$ cat config.mk
export PLATFORM = sky130hd
export DESIGN_NAME = fire_vote_detector_flat
export DESIGN_NICKNAME = d
export VERILOG_FILES = /design/src/rtl/fire_vote_if.sv /design/src/rtl/fire_vote_detector.sv /design/src/flat_wrapper.sv
export SDC_FILE = /design/constraint.sdc
export NUM_CORES = 1
export LEC_CHECK = 0
export ABC_CLOCK_PERIOD_IN_PS = 6340
export BUFFER_PORTS_ARGS = -buffer_cell sky130_fd_sc_hd__buf_4
export CAP_MARGIN = 40
export CORE_MARGIN = 5
export CORE_UTILIZATION = 60
export CTS_CLUSTER_SIZE = 20
export DETAILED_ROUTE_END_ITERATION = 16
export PLACE_DENSITY_LB_ADDON = 0.3
export REMOVE_ABC_BUFFERS = 1
export SYNTH_ARGS = -nofsm -noshare
export SYNTH_HDL_FRONTEND = slang
export SYNTH_SLANG_ARGS = --single-unit
$ cat constraint.sdc
create_clock -name clk -period 6.34 [get_ports clk]
set_clock_uncertainty 0.1 [all_clocks]
set_input_delay 0.317 -clock clk [delete_from_list [all_inputs] [get_ports clk]]
set_output_delay 0.317 -clock clk [all_outputs]
set_load 0.02 [all_outputs]
$ cat src/rtl/fire_vote_if.sv
`timescale 1ns/1ps
// Sample/vote bus between the sensor front end and fire_vote_detector.
// The event_time signal exists only when FIRE_VOTE_TIMESTAMP_EN is defined.
interface fire_vote_if #(
    parameter int N_SENSORS = 3,
    parameter int CNT_W     = 8
`ifdef FIRE_VOTE_TIMESTAMP_EN
    , parameter int TS_W    = 16
`endif
);
    logic                 sample_valid;
    logic [N_SENSORS-1:0] sensor;
    logic                 clear_faults;
    logic                 event_out;
    logic                 event_pulse;
    logic [N_SENSORS-1:0] flag;
    logic [N_SENSORS-1:0] fault_mask;
    logic [CNT_W-1:0]     event_count;
`ifdef FIRE_VOTE_TIMESTAMP_EN
    logic [TS_W-1:0]      event_time;
`endif

    modport master (
        output sample_valid, sensor, clear_faults,
        input  event_out, event_pulse, flag, fault_mask, event_count
`ifdef FIRE_VOTE_TIMESTAMP_EN
        , event_time
`endif
    );

    modport slave (
        input  sample_valid, sensor, clear_faults,
        output event_out, event_pulse, flag, fault_mask, event_count
`ifdef FIRE_VOTE_TIMESTAMP_EN
        , event_time
`endif
    );
endinterface

$ cat src/rtl/fire_vote_detector.sv
`timescale 1ns/1ps
// N-channel fire voter: confirms events after HOLD_SAMPLES agreeing samples and masks lone-firing channels.
// Define FIRE_VOTE_TIMESTAMP_EN to add a free-running cycle counter and the event_time output.
module fire_vote_detector #(
    parameter int N_SENSORS    = 3,
    parameter int VOTE_MIN     = 3,
    parameter int HOLD_SAMPLES = 2,
    parameter int FAULT_LIMIT  = 3,
    parameter int CNT_W        = 8
`ifdef FIRE_VOTE_TIMESTAMP_EN
    , parameter int TS_W       = 16
`endif
) (
    input logic        clk,
    input logic        rst,
    fire_vote_if.slave bus
);
    localparam int CW = $clog2(N_SENSORS + 1);
    localparam int HW = $clog2(HOLD_SAMPLES + 1);
    localparam int SW = $clog2(FAULT_LIMIT + 1);

    localparam logic [CW-1:0] VOTE_MIN_C  = CW'(VOTE_MIN);
    localparam logic [CW-1:0] N_C         = CW'(N_SENSORS);
    localparam logic [HW-1:0] HOLD_LAST_C = HW'(HOLD_SAMPLES - 1);
    localparam logic [SW-1:0] LIMIT_C     = SW'(FAULT_LIMIT);

    typedef enum logic [1:0] {IDLE, PENDING, ALARM} state_t;

    state_t               state_q, state_d;
    logic [HW-1:0]        hold_q, hold_d;
    logic [SW-1:0]        strike_q [N_SENSORS];
    logic [N_SENSORS-1:0] mask_q;
    logic [N_SENSORS-1:0] flag_q;
    logic                 event_out_q;
    logic                 event_pulse_q;
    logic [CNT_W-1:0]     count_q;

    logic [N_SENSORS-1:0] active;
    logic [CW-1:0]        votes;
    logic [CW-1:0]        healthy;
    logic [CW-1:0]        thr;
    logic                 qualify;
    logic                 alarm_entry;
    logic                 strike_en;

    function automatic logic [CW-1:0] popcnt(input logic [N_SENSORS-1:0] v);
        logic [CW-1:0] n;
        n = '0;
        for (int i = 0; i < N_SENSORS; i++) n = n + CW'(v[i]);
        return n;
    endfunction

    assign active  = bus.sensor & ~mask_q;
    assign votes   = popcnt(active);
    assign healthy = N_C - popcnt(mask_q);
    assign thr     = (VOTE_MIN_C < healthy) ? VOTE_MIN_C : healthy;
    assign qualify = (thr != '0) && (votes >= thr);

    always_comb begin
        // NOTE: every combinational output gets a default first so no path leaves it unassigned (no latch).
        state_d     = state_q;
        hold_d      = hold_q;
        alarm_entry = 1'b0;
        strike_en   = 1'b0;
        if (bus.sample_valid) begin
            case (state_q)
                IDLE: begin
                    if (qualify) begin
                        if (HOLD_SAMPLES == 1) begin
                            alarm_entry = 1'b1;
                        end else begin
                            state_d = PENDING;
                            hold_d  = HW'(1);
                        end
                    end else if (votes == CW'(1) && thr > CW'(1)) begin
                        strike_en = 1'b1;
                    end
                end
                PENDING: begin
                    if (qualify) begin
                        if (hold_q == HOLD_LAST_C) alarm_entry = 1'b1;
                        else                       hold_d      = hold_q + HW'(1);
                    end else begin
                        state_d = IDLE;
                        hold_d  = '0;
                    end
                end
                ALARM: begin
                    if (!qualify) state_d = IDLE;
                end
                default: state_d = IDLE;
            endcase
            if (alarm_entry) begin
                state_d = ALARM;
                hold_d  = '0;
            end
        end
    end

    // NOTE: sequential state uses non-blocking assignments so every flop samples pre-edge values.
    always_ff @(posedge clk) begin
        if (rst) begin
            state_q       <= IDLE;
            hold_q        <= '0;
            flag_q        <= '0;
            event_out_q   <= 1'b0;
            event_pulse_q <= 1'b0;
            count_q       <= '0;
        end else begin
            state_q       <= state_d;
            hold_q        <= hold_d;
            event_out_q   <= (state_d == ALARM);
            event_pulse_q <= alarm_entry;
            if (bus.sample_valid) flag_q <= active;
            if (alarm_entry && count_q != '1) count_q <= count_q + CNT_W'(1);
        end
    end

    // NOTE: the strike array is small and must start from zero after reset, so it is reset like plain flops.
    always_ff @(posedge clk) begin
        if (rst) begin
            mask_q <= '0;
            for (int i = 0; i < N_SENSORS; i++) strike_q[i] <= '0;
        end else if (bus.clear_faults) begin
            mask_q <= '0;
            for (int i = 0; i < N_SENSORS; i++) strike_q[i] <= '0;
        end else begin
            for (int i = 0; i < N_SENSORS; i++) begin
                if (alarm_entry && active[i]) begin
                    strike_q[i] <= '0;
                end else if (strike_en && active[i] && strike_q[i] != LIMIT_C) begin
                    strike_q[i] <= strike_q[i] + SW'(1);
                    if (strike_q[i] == LIMIT_C - SW'(1)) mask_q[i] <= 1'b1;
                end
            end
        end
    end

`ifdef FIRE_VOTE_TIMESTAMP_EN
    logic [TS_W-1:0] ts_q;
    logic [TS_W-1:0] event_time_q;

    always_ff @(posedge clk) begin
        if (rst) begin
            ts_q         <= '0;
            event_time_q <= '0;
        end else begin
            ts_q <= ts_q + TS_W'(1);
            if (alarm_entry) event_time_q <= ts_q;
        end
    end

    assign bus.event_time = event_time_q;
`endif

    assign bus.event_out   = event_out_q;
    assign bus.event_pulse = event_pulse_q;
    assign bus.flag        = flag_q;
    assign bus.fault_mask  = mask_q;
    assign bus.event_count = count_q;
endmodule

$ cat src/flat_wrapper.sv
// flat-port wrapper written by rule: the top's interface ports become plain ports
module fire_vote_detector_flat 
#(
    parameter int N_SENSORS    = 3,
    parameter int VOTE_MIN     = 3,
    parameter int HOLD_SAMPLES = 2,
    parameter int FAULT_LIMIT  = 3,
    parameter int CNT_W        = 8

)
  (clk, rst, bus_sample_valid, bus_sensor, bus_clear_faults, bus_event_out, bus_event_pulse, bus_flag, bus_fault_mask, bus_event_count);
  fire_vote_if #(.N_SENSORS(N_SENSORS), .CNT_W(CNT_W)) bus_i ();
  input logic clk;
  input logic rst;
  input wire logic [$bits(bus_i.sample_valid)-1:0] bus_sample_valid;
  input wire logic [$bits(bus_i.sensor)-1:0] bus_sensor;
  input wire logic [$bits(bus_i.clear_faults)-1:0] bus_clear_faults;
  output wire logic [$bits(bus_i.event_out)-1:0] bus_event_out;
  output wire logic [$bits(bus_i.event_pulse)-1:0] bus_event_pulse;
  output wire logic [$bits(bus_i.flag)-1:0] bus_flag;
  output wire logic [$bits(bus_i.fault_mask)-1:0] bus_fault_mask;
  output wire logic [$bits(bus_i.event_count)-1:0] bus_event_count;
  assign bus_i.sample_valid = bus_sample_valid;
  assign bus_i.sensor = bus_sensor;
  assign bus_i.clear_faults = bus_clear_faults;
  assign bus_event_out = bus_i.event_out;
  assign bus_event_pulse = bus_i.event_pulse;
  assign bus_flag = bus_i.flag;
  assign bus_fault_mask = bus_i.fault_mask;
  assign bus_event_count = bus_i.event_count;
  fire_vote_detector #(.N_SENSORS(N_SENSORS), .VOTE_MIN(VOTE_MIN), .HOLD_SAMPLES(HOLD_SAMPLES), .FAULT_LIMIT(FAULT_LIMIT), .CNT_W(CNT_W)) u_core (.clk(clk), .rst(rst), .bus(bus_i));
endmodule
==> results of run 1 <==
[worst max-delay path, delay by kind of cell, from the launching register on]
| family | cells | cell delay (ps) |
|---|---|---|
| AO/OA/AOI/OAI | 3 | 800 |
| AND/OR/NAND/NOR | 2 | 680 |
| adder cells (fa/ha/maj) | 2 | 770 |
| flip-flops | 1 | 430 |
[per-layer routing]
metal | up-vias | wire length, um
met1 | 597 | 1290
met5 | - | 0
li1 | 633 | -
met3 | 7 | 157
met4 | 0 | 62
met2 | 41 | 1620
[cell usage in the layout, fill, tap and decap left out, drive strengths merged, types with 2 or more instances in the layout]
master and instances:
a21oi 15, a41oi 4, and3 2, buf 23, clkbuf 3, dfxtp 20
edfxtp 6, fa 2, ha 13, inv 14, nand2b 3, nand3 6
nor2 10, nor3 7, nor4 10, o21ai 9, o31ai 5, or3 3
or4 5
[kinds of logic (layout without fill, tap and decap cells)]
| group | Yosys count | after routing | share of synthesized area [%] |
|---|---|---|---|
| fa+ha+maj | 15 | 15 | 13.7 |
| mux | 2 | 2 | 1.43 |
| compound gates | 41 | 41 | 18.2 |
| flops | 26 | 26 | 39.2 |
| simple gates | 54 | 54 | 22.1 |
| buf+inv | 19 | 41 | 5.40 |
[flip-flops by register name (all words and copies together) (netlist names)]
name / count
u_core.bus.event_count: 8
u_core.bus.event_out: 1
u_core.bus.event_pulse: 1
u_core.bus.fault_mask: 3
u_core.bus.flag: 3
u_core.hold_q: 2
u_core.state_q: 2
u_core.strike_q: 6
[worst max path at each step]
| stage | depth (start not counted) | endpoint | slack [ps] | from |
|---|---|---|---|---|
| 3_5_place_dp | 7 | u_core.strike_q[2][1]$_SDFFCE_PN0P_ | 3310 | u_core.bus.fault_mask[1]$_SDFFE_PP0P_ |
| 5_1_grt | 7 | u_core.strike_q[1][1]$_SDFFCE_PN0P_ | 3060 | u_core.bus.fault_mask[1]$_SDFFE_PP0P_ |
| 4_1_cts | 7 | u_core.strike_q[2][1]$_SDFFCE_PN0P_ | 3300 | u_core.bus.fault_mask[1]$_SDFFE_PP0P_ |
| 3_3_place_gp | 7 | u_core.strike_q[0][0]$_SDFFCE_PN0P_ | 3410 | u_core.bus.fault_mask[0]$_SDFFE_PP0P_ |
| 6_report | 7 | u_core.strike_q[1][1]$_SDFFCE_PN0P_ | 3270 | u_core.bus.fault_mask[1]$_SDFFE_PP0P_ |
| 2_1_floorplan | 7 | u_core.strike_q[2][0]$_SDFFCE_PN0P_ | 3500 | u_core.bus.fault_mask[1]$_SDFFE_PP0P_ |
[power by group through the flow]
| stage | sequential (W) | combinational, W | clock (W) |
|---|---|---|---|
| after floorplan | 0.000182 | 0.0000305 | 0 |
| after global placement | 0.000181 | 0.0000448 | 0 |
| after detailed placement | 0.000181 | 0.0000471 | 0 |
| after CTS | 0.000177 | 0.0000473 | 0.000118 |
| after global routing | 0.000178 | 0.0000534 | 0.000126 |
| final | 0.000177 | 0.0000474 | 0.000116 |
[cell type report]
cell class | count | share of cell area (%)
well taps | 30 | 2.19
clock buffers | 3 | 1.31
clock inverters | 1 | 1.75
repair buffers | 23 | 9.92
multi-input cells | 112 | 47.9
inverters | 14 | 3.06
flip-flops and latches | 26 | 33.8
[through the flow]
step | instances | hold WS (ps) | area [um2]
after floorplan | 152 | 286 | 1460
after global placement | 204 | 372 | 1660
after detailed placement | 205 | 381 | 1660
after CTS | 209 | 47.3 | 1720
after global routing | 209 | 34.2 | 1720
final | 209 | 53.2 | 1720
==> flow_metrics.py, run 1 <==
metrics = {
    "place": {
        "io_buffers": 22,
        "dp_hpwl_mm": 2.39,
        "pre_cts_ws_ps": 3310,
        "gp_routability_congestion": 0.784,
    },
    "synth": {
        "synth_top_area_cell": "dfxtp_1",
        "ys_seq_area_share_pct": 39.2,
        "yosysMostFrequentCell": "dfxtp_1",
        "synth.cells.most_frequent": "dfxtp_1, a21oi_1, inv_1",
        "ys_warn_count": 0,
        "postSynth.asyncResetShare_pct": 0,
        "ys.flop_type": "dfxtp_1",
        "netlist_instances": 157,
        "synth_edf_count": 6,
        "syn_avg_cell_area_um2": 9.44,
        "synth.top_cells.by_area": "dfxtp_1, edfxtp_1, ha_1",
        "synth_area_um2": 1480,
        "synth_seq_cells": 26,
        "yosys.cell_types.count": 41,
        "yosysTopAreaCellShare_pct": 27.0,
    },
    "worst_setup_path": {
        "cp.required_ps": 6270,
        "rrSetupSlack_ps": 3270,
        "crit_path_start_kind": "flop",
        "worst_setup_path_end_kind": "flop",
        "rr_startpoint": "u_core.bus.fault_mask[1]$_SDFFE_PP0P_",
        "cpMaxStageDelayCell": "fa_1",
        "r2r_cells": 7,
        "cpPeakStageDelay_ps": 470,
        "worstPathCellList": "nand2b_1 > fa_1 > ha_1 > nor3b_2 > o21a_1 > a21oi_1 > o21ai_0",
        "worstSetupPathType": "reg -> reg",
        "crit_fanout": 9,
        "r2r-end": "u_core.strike_q[1][1]$_SDFFCE_PN0P_",
        "worstPathArrival_ps": 3010,
    },
    "layout": {
        "nNetsFinal": 202,
        "post-route-util_pct": 71.2,
        "area_delta_synth_final_pct": 15.7,
        "drive_gt1_share_pct": 18.4,
        "multi_input_area_um2": 822,
        "seqCellArea_um2": 581,
        "n_fill_cell": 195,
        "num_antenna_cells": 0,
    },
    "global_routing": {
        "antenna_found_initial": 0,
        "grt_usage_pct": 20.0,
        "grt_overflow": 0,
        "grt_pass1_vias": 1241,
        "grt_pass1_wl_mm": 5.40,
        "grt_use_met1_pct": 23.8,
        "grt_most_used_layer": "met2",
        "grt_use_met3_pct": 2.59,
        "grt_max_degree": 22,
        "grt.met2_usage_pct": 35.0,
    },
    "timing": {
        "grt_setup_unrepaired": "no",
        "finalSetupViolations": 0,
        "period_minus_slack_ps": 3070,
        "worst_pin_slew_ps": 719,
        "layout_setup_ws_ps": 3270,
        "timing.final.hold_violations": 0,
        "max_freq_mhz": 325,
        "finalSetupTns_ps": 0,
        "drv_slew": 0,
        "fin_crit_sh_pct": 48.5,
        "max-slew-margin-rel_pct": 51.7,
    },
    "route": {
        "dr.pass1.iters": 4,
        "drt_iter0_markers": 36,
        "routed_wl_mm": 3.12,
        "vias": 1278,
        "wire_per_inst_um": 14.9,
        "drc": 0,
        "ant_nets": 0,
        "via_per_inst": 6.11,
    },
    "clock_tree": {
        "numCtsBuffers": 3,
        "clk_latency_ps": 330,
        "cts_tree": "done",
        "cts_max_level": 1,
        "clk_pin_slew_ps": 140,
        "cts_setup_buffers": 0,
        "clockBufferDepth": 2,
        "cts.sinks": 26,
        "cts_resized": 0,
        "ctsRootBufferMaster": "clkbuf_4",
        "hold_buffers": 0,
    },
    "status": {
        "status": "finished, final reports clean",
    },
    "min_path": {
        "min_to": "u_core.bus.fault_mask[1]$_SDFFE_PP0P_",
        "min_path_type": "in -> reg",
        "min_from": "bus_clear_faults",
        "hold_depth": 2,
    },
    "power_and_ir_drop": {
        "internal_power_w": 0.000256,
        "ir_worst_vdd_uv": 171,
        "power.share.clock_pct": 34.0,
        "comb_power_share_pct": 13.9,
        "power_w": 0.000341,
        "seqPwrFrac_pct": 52.1,
        "cellLeakagePower_nw": 0.678,
        "p_per_area_nw_per_um2": 199,
        "p_switching_w": 0.0000844,
        "switching_share_pct": 24.8,
    },
    "floorplan": {
        "die_area_um2": 3570,
        "boundaryPins": 23,
        "start_util_pct": 61.5,
        "die_w_um": 59.7,
        "row_count": 18,
        "coreArea_um2": 2410,
        "die_y_um": 59.7,
    },
    "flow_run": {
        "cap_violations": 0,
    },
}
Power figures use the tool's default switching activity.
==> inputs of run 2 (changes only) <==
--- a/config.mk
+++ b/config.mk
@@ -5,11 +5,12 @@
 export SDC_FILE = /design/constraint.sdc
 export NUM_CORES = 1
 export LEC_CHECK = 0
-export ABC_CLOCK_PERIOD_IN_PS = 6340
+export ABC_AREA = 1
+export ABC_CLOCK_PERIOD_IN_PS = 2500
 export BUFFER_PORTS_ARGS = -buffer_cell sky130_fd_sc_hd__buf_4
 export CAP_MARGIN = 40
 export CORE_MARGIN = 5
-export CORE_UTILIZATION = 60
+export CORE_UTILIZATION = 50
 export CTS_CLUSTER_SIZE = 20
 export DETAILED_ROUTE_END_ITERATION = 16
 export PLACE_DENSITY_LB_ADDON = 0.3
==> constraint.sdc (replaced) <==
create_clock -name clk -period 2.5 [get_ports clk]
set_clock_uncertainty 0.1 [all_clocks]
set_input_delay 0.125 -clock clk [delete_from_list [all_inputs] [get_ports clk]]
set_output_delay 0.125 -clock clk [all_outputs]
set_load 0.02 [all_outputs]
==> run 2 against run 1 <==
Net effect: count of clock-buffer cells in the layout up 1; sequential power rose to 2.6 times the previous value; synthesized cell count up 27%; die area up 20%; clock power up 62%; cell count up 27%; critical endpoint is now u_core.strike_q[1][0]$_SDFFCE_PN0P_; largest power group unchanged.
==> flow_metrics.py, run 2 <==
metrics = {
    "synth": {
        "ys.flop_type": "dfxtp_1",
        "yosysMostFrequentCell": "nand2_1",
        "syn_avg_cell_area_um2": 7.66,
        "synth_area_um2": 1530,
        "ys_seq_area_share_pct": 37.9,
        "netlist_instances": 200,
        "postSynth.asyncResetShare_pct": 0,
        "ys_warn_count": 0,
        "synth.cells.most_frequent": "nand2_1, inv_1, nor2_1",
        "yosysTopAreaCellShare_pct": 26.1,
        "synth_top_area_cell": "dfxtp_1",
        "synth.top_cells.by_area": "dfxtp_1, nand2_1, edfxtp_1",
        "synth_edf_count": 6,
        "yosys.cell_types.count": 25,
        "synth_seq_cells": 26,
    },
    "layout": {
        "num_antenna_cells": 0,
        "largest_reg_flops": 8,
        "final_cells": 266,
        "area_delta_synth_final_pct": 24.3,
        "most-common-layout-cells": "nand2_1, inv_1, buf_4",
        "final_common_cell": "nand2_1",
        "nNetsFinal": 256,
        "drive_gt1_share_pct": 25.3,
    },
    "timing": {
        "worst_pin_slew_ps": 557,
        "max-slew-margin-rel_pct": 62.7,
        "fin_crit_sh_pct": 96.6,
        "timing.final.hold_violations": 0,
        "max_freq_mhz": 414,
        "layout_setup_ws_ps": 85.9,
        "finalSetupViolations": 0,
        "drv_slew": 0,
        "period_minus_slack_ps": 2410,
        "grt_setup_unrepaired": "yes",
        "finalSetupTns_ps": 0,
    },
    "floorplan": {
        "coreArea_um2": 3000,
        "row_count": 20,
        "die_w_um": 65.3,
        "start_util_pct": 51.0,
        "die_area_um2": 4270,
        "die_y_um": 65.3,
        "boundaryPins": 23,
    },
    "global_routing": {
        "grt_usage_pct": 15.7,
        "grt_use_met3_pct": 2.56,
        "grt.met2_usage_pct": 27.1,
        "grt_overflow": 0,
        "grt_use_met1_pct": 19.7,
        "antenna_found_initial": 0,
        "grt_max_degree": 15,
        "grt_pass1_vias": 1259,
        "grt_pass1_wl_mm": 5.33,
        "grt_most_used_layer": "met2",
    },
    "place": {
        "dp_hpwl_mm": 2.42,
        "gp_routability_congestion": 0.846,
        "pre_cts_ws_ps": 8.31,
        "io_buffers": 22,
        "place_inst": 257,
    },
    "clock_tree": {
        "numCtsBuffers": 3,
        "cts_tree": "done",
        "clockBufferDepth": 2,
        "clk_latency_ps": 320,
        "clk_pin_slew_ps": 140,
        "cts.sinks": 26,
        "ctsRootBufferMaster": "clkbuf_4",
        "cts_max_level": 1,
    },
    "power_and_ir_drop": {
        "ir_worst_vdd_uv": 267,
        "cellLeakagePower_nw": 0.927,
        "power_w": 0.000821,
        "p_per_area_nw_per_um2": 431,
    },
    "worst_setup_path": {
        "worstPathArrival_ps": 2350,
        "cp.required_ps": 2440,
        "worst_setup_path_end_kind": "flop",
        "cpPeakStageDelay_ps": 510,
        "worstPathCellList": "buf_4 > fa_1 > inv_1 > ha_1 > nand2_1 > nand3_2 > nand3_1 > o21ai_0 > inv_1 > o21ai_1",
        "crit_path_start_kind": "flop",
        "crit_fanout": 4,
        "critical_path.top_delay_family": "adder cells",
        "cp_num_buf_inv": 3,
        "cpMaxStageDelayCell": "fa_1",
        "crit_path_frequent_cell": "inv_1",
        "worstSetupPathType": "reg -> reg",
    },
    "route": {
        "vias": 1344,
        "drc": 0,
        "via_per_inst": 5.05,
        "ant_nets": 0,
        "wire_per_inst_um": 12.0,
        "dr.pass1.iters": 4,
        "routed_wl_mm": 3.18,
        "drt_iter0_markers": 33,
    },
    "min_path": {
        "min_path_type": "in -> reg",
    },
    "flow_run": {
        "cap_violations": 0,
    },
    "status": {
        "status": "finished, final reports clean",
    },
}
[run 2: cell count changes in the layout (fill, tap and decap cells not counted), moves of 7 or more]
cell     change
nor4_1       -9
nor2_1      +11
nand2_1     +44
inv_1       +16
buf_4        +7
[run 2: repair_timing]
item / in CTS / in global routing
hold buffers: 1 / 0
pin swaps: 0 / 9
endpoints found under the setup margin: 3 / 22
gates cloned: 0 / 0
hold endpoints to repair: 11 / 0
resized for setup: 1 / 26
buffers inserted: 0 / 4
[run 2: worst paths after layout]
path | start | to | slack, ps | depth (start not counted)
min reg2reg | u_core.hold_q[1]$_SDFFE_PP0P_ | u_core.hold_q[1]$_SDFFE_PP0P_ | 370 | 2
min | bus_sample_valid | u_core.bus.flag[0]$_SDFFE_PP0P_ | 10 | 3
max reg2reg | u_core.bus.fault_mask[2]$_SDFFE_PP0P_ | u_core.strike_q[1][0]$_SDFFCE_PN0P_ | 90 | 10
max | u_core.bus.fault_mask[2]$_SDFFE_PP0P_ | u_core.strike_q[1][0]$_SDFFCE_PN0P_ | 90 | 10
[run 2: cells by family (layout without fill, tap and decap cells)]
family          Yosys count  after routing  share of synthesized area, %
simple gates             96             96                          29.1
buf+inv                  34             67                          8.82
flops                    26             26                          37.9
compound gates           24             24                          8.09
fa+ha+maj                15             15                          13.2
xor+xnor                  5              5                          2.86
[run 2: metrics by stage]
step / hold WS (ps) / instance area [um2] / util [%]
after floorplan: 94.1 / 1520 / -
after CTS: 9.08 / 1790 / 59.6
after global placement: 318 / 1750 / 58.4
after global routing: 42.3 / 1900 / 63.4
final: 11.9 / 1900 / 63.4
after detailed placement: 318 / 1750 / 58.4
[run 2: per-layer routing]
metal  vias to the layer above  wire length, um
li1                        703                -
met4                         0               30
met1                       613             1490
met5                         -                0
met3                         4              133
met2                        24             1530
[run 2: tightest hold or removal path, cell delays in order]
cell	delay, ps
buf_4	150
nand2_1	70
a21oi_1	50
[run 2: cell type report]
class,instances,area [um2]
sequential,26,587
fill,284,1100
clock buffer,4,26.3
tap,33,41.3
timing repair buffer,31,239
inverter,32,120
multi-input combinational,140,891
[run 2: power by group]
part           switching, W  leakage [nW]  internal, W
Sequential        0.0000106         0.231     0.000444
Clock              0.000125        0.0150    0.0000624
Combinational      0.000104         0.681    0.0000746
Total              0.000240         0.927     0.000581
==> inputs of run 3 (changes only) <==
--- a/config.mk
+++ b/config.mk
@@ -13,6 +13,7 @@
 export CORE_UTILIZATION = 50
 export CTS_CLUSTER_SIZE = 20
 export DETAILED_ROUTE_END_ITERATION = 16
+export GPL_TIMING_DRIVEN = 0
 export PLACE_DENSITY_LB_ADDON = 0.3
 export REMOVE_ABC_BUFFERS = 1
 export SYNTH_ARGS = -nofsm -noshare
==> run 3 against run 2 <==
Net effect: via count decreased by 0.67%; worst hold slack gained 27 ps; register-to-register slack improved by 30 ps; cell area grew 0.85%; critical path type unchanged.
==> flow_metrics.py, run 3 (synthesized netlist as in run 2, its figures left out) <==
metrics = {
    "min_path": {
        "hold_depth": 4,
        "min_path_type": "in -> reg",
    },
    "worst_setup_path": {
        "cp.depth": 9,
        "worstPathArrival_ps": 2390,
        "rrSetupSlack_ps": 110,
        "crit_fanout": 5,
        "worstPathCellList": "fa_1 > ha_1 > nand2_2 > nand3_4 > nand4_1 > inv_2 > nand2_2 > nand2_2 > nor3_1",
        "cpMaxStageDelayCell": "fa_1",
        "endpoint": "u_core.strike_q[0][1]$_SDFFCE_PN0P_",
        "cp.required_ps": 2500,
        "worstSetupPathType": "reg -> reg",
        "rr_startpoint": "u_core.bus.fault_mask[2]$_SDFFE_PP0P_",
        "crit_path_start_kind": "flop",
        "worst_setup_path_end_kind": "flop",
        "cp_num_buf_inv": 1,
        "cpPeakStageDelay_ps": 490,
        "r2r_cells": 9,
        "critical_path.top_delay_family": "adder cells",
        "crit_path_frequent_cell": "nand2_2",
        "timing.critical_path.from": "u_core.bus.fault_mask[2]$_SDFFE_PP0P_",
        "r2r-end": "u_core.strike_q[0][1]$_SDFFCE_PN0P_",
    },
    "route": {
        "ant_nets": 0,
        "drc": 0,
        "drt_iter0_markers": 27,
        "vias": 1335,
        "via_per_inst": 5.04,
        "dr.pass1.iters": 4,
        "wire_per_inst_um": 12.1,
        "routed_wl_mm": 3.20,
    },
    "floorplan": {
        "row_count": 20,
        "start_util_pct": 51.0,
        "die_y_um": 65.3,
        "die_area_um2": 4270,
        "boundaryPins": 23,
        "die_w_um": 65.3,
        "coreArea_um2": 3000,
    },
    "layout": {
        "num_antenna_cells": 0,
        "nNetsFinal": 255,
        "final_common_cell": "nand2_1",
        "drive_gt1_share_pct": 24.6,
        "largest_reg_flops": 8,
        "n_fill_cell": 276,
        "final_cell_area_um2": 1920,
        "most-common-layout-cells": "nand2_1, inv_1, buf_4",
        "area_delta_synth_final_pct": 25.4,
    },
    "place": {
        "pre_cts_ws_ps": -184,
        "postPlaceCellArea_um2": 1720,
        "gp_routability_congestion": 0.836,
        "io_buffers": 22,
        "dp_hpwl_mm": 2.41,
    },
    "clock_tree": {
        "cts_max_level": 1,
        "cts.sinks": 26,
        "ctsRootBufferMaster": "clkbuf_4",
        "numCtsBuffers": 3,
        "clockBufferDepth": 2,
        "clk_latency_ps": 330,
        "clk_pin_slew_ps": 150,
        "cts_tree": "done",
    },
    "global_routing": {
        "grt_overflow": 0,
        "antenna_found_initial": 0,
        "grt_usage_pct": 16.2,
        "grt_max_degree": 16,
        "grt_pass1_vias": 1347,
        "grt_pass1_wl_mm": 5.52,
    },
    "timing": {
        "worst_pin_slew_ps": 515,
        "period_minus_slack_ps": 2390,
        "layout_setup_ws_ps": 114,
        "timing.final.hold_violations": 0,
        "fin_crit_sh_pct": 95.4,
        "hold_ws_ps": 38.8,
        "finalSetupViolations": 0,
        "max_freq_mhz": 419,
        "drv_slew": 0,
        "grt_setup_unrepaired": "yes",
        "max-slew-margin-rel_pct": 65.5,
    },
    "power_and_ir_drop": {
        "p_per_area_nw_per_um2": 488,
        "ir_worst_vdd_uv": 281,
        "power_w": 0.000937,
        "cellLeakagePower_nw": 0.936,
    },
    "flow_run": {
        "cap_violations": 0,
    },
    "status": {
        "status": "finished, final reports clean",
    },
}
run 3: layout make-up:
class / instances / area, um2 / area share, %
Sequential cell: 26 / 587 / 30.6
Inverter: 32 / 120 / 6.25
Clock buffer: 3 / 22.5 / 1.17
Clock inverter: 1 / 30.0 / 1.56
Tap cell: 33 / 41.3 / 2.15
Timing Repair Buffer: 30 / 230 / 12.0
Multi-Input combinational cell: 140 / 890 / 46.3
run 3: worst min-delay path by stage:
stage | end | startpoint | slack, ps
2_1_floorplan | u_core.bus.event_count[2]$_SDFFE_PP0P_ | rst | 90
3_3_place_gp | u_core.bus.flag[2]$_SDFFE_PP0P_ | rst | 310
3_5_place_dp | u_core.bus.event_count[3]$_SDFFE_PP0P_ | rst | 320
4_1_cts | u_core.bus.flag[0]$_SDFFE_PP0P_ | bus_sample_valid | 7
5_1_grt | u_core.bus.fault_mask[0]$_SDFFE_PP0P_ | bus_clear_faults | 70
6_report | u_core.bus.fault_mask[2]$_SDFFE_PP0P_ | bus_clear_faults | 40
run 3: repair_timing:
item                       4_1_cts  5_1_grt
setup buffers                    2        4
resized for setup                6       20
hold endpoints to repair        11        1
hold buffers                     1        1
pin swaps                        2        7
setup endpoints to repair       22       25
run 3: power by group:
group	total, W	internal, W	switching (W)
logic	0.000188	0.0000807	0.000107
registers	0.000455	0.000444	0.0000109
clock network	0.000294	0.000162	0.000132
total	0.000937	0.000687	0.000250
run 3: worst register-to-register path, cell delays in order, from the launching register on:
cell     delay [ps]
dfxtp_4         400
fa_1            490
ha_1            400
nand2_2          90
nand3_4         110
nand4_1         220
inv_2           160
nand2_2          80
nand2_2          80
nor3_1           50
run 3: routing by layer:
layer | GRT usage (%) | share of wire [%]
met1 | 18.9 | 44
met2 | 29.3 | 51
met3 | 3.08 | 4.1
met4 | 5.96 | 0.66
met5 | 0 | 0
run 3: per-stage QoR:
step	util (%)	cells	setup TNS, ps
floorplan	-	198	0
global placement	57.4	253	-1270
detailed placement	57.4	253	-1540
CTS	60.5	260	0
global route	64.0	265	-84.0
finish	64.0	265	0
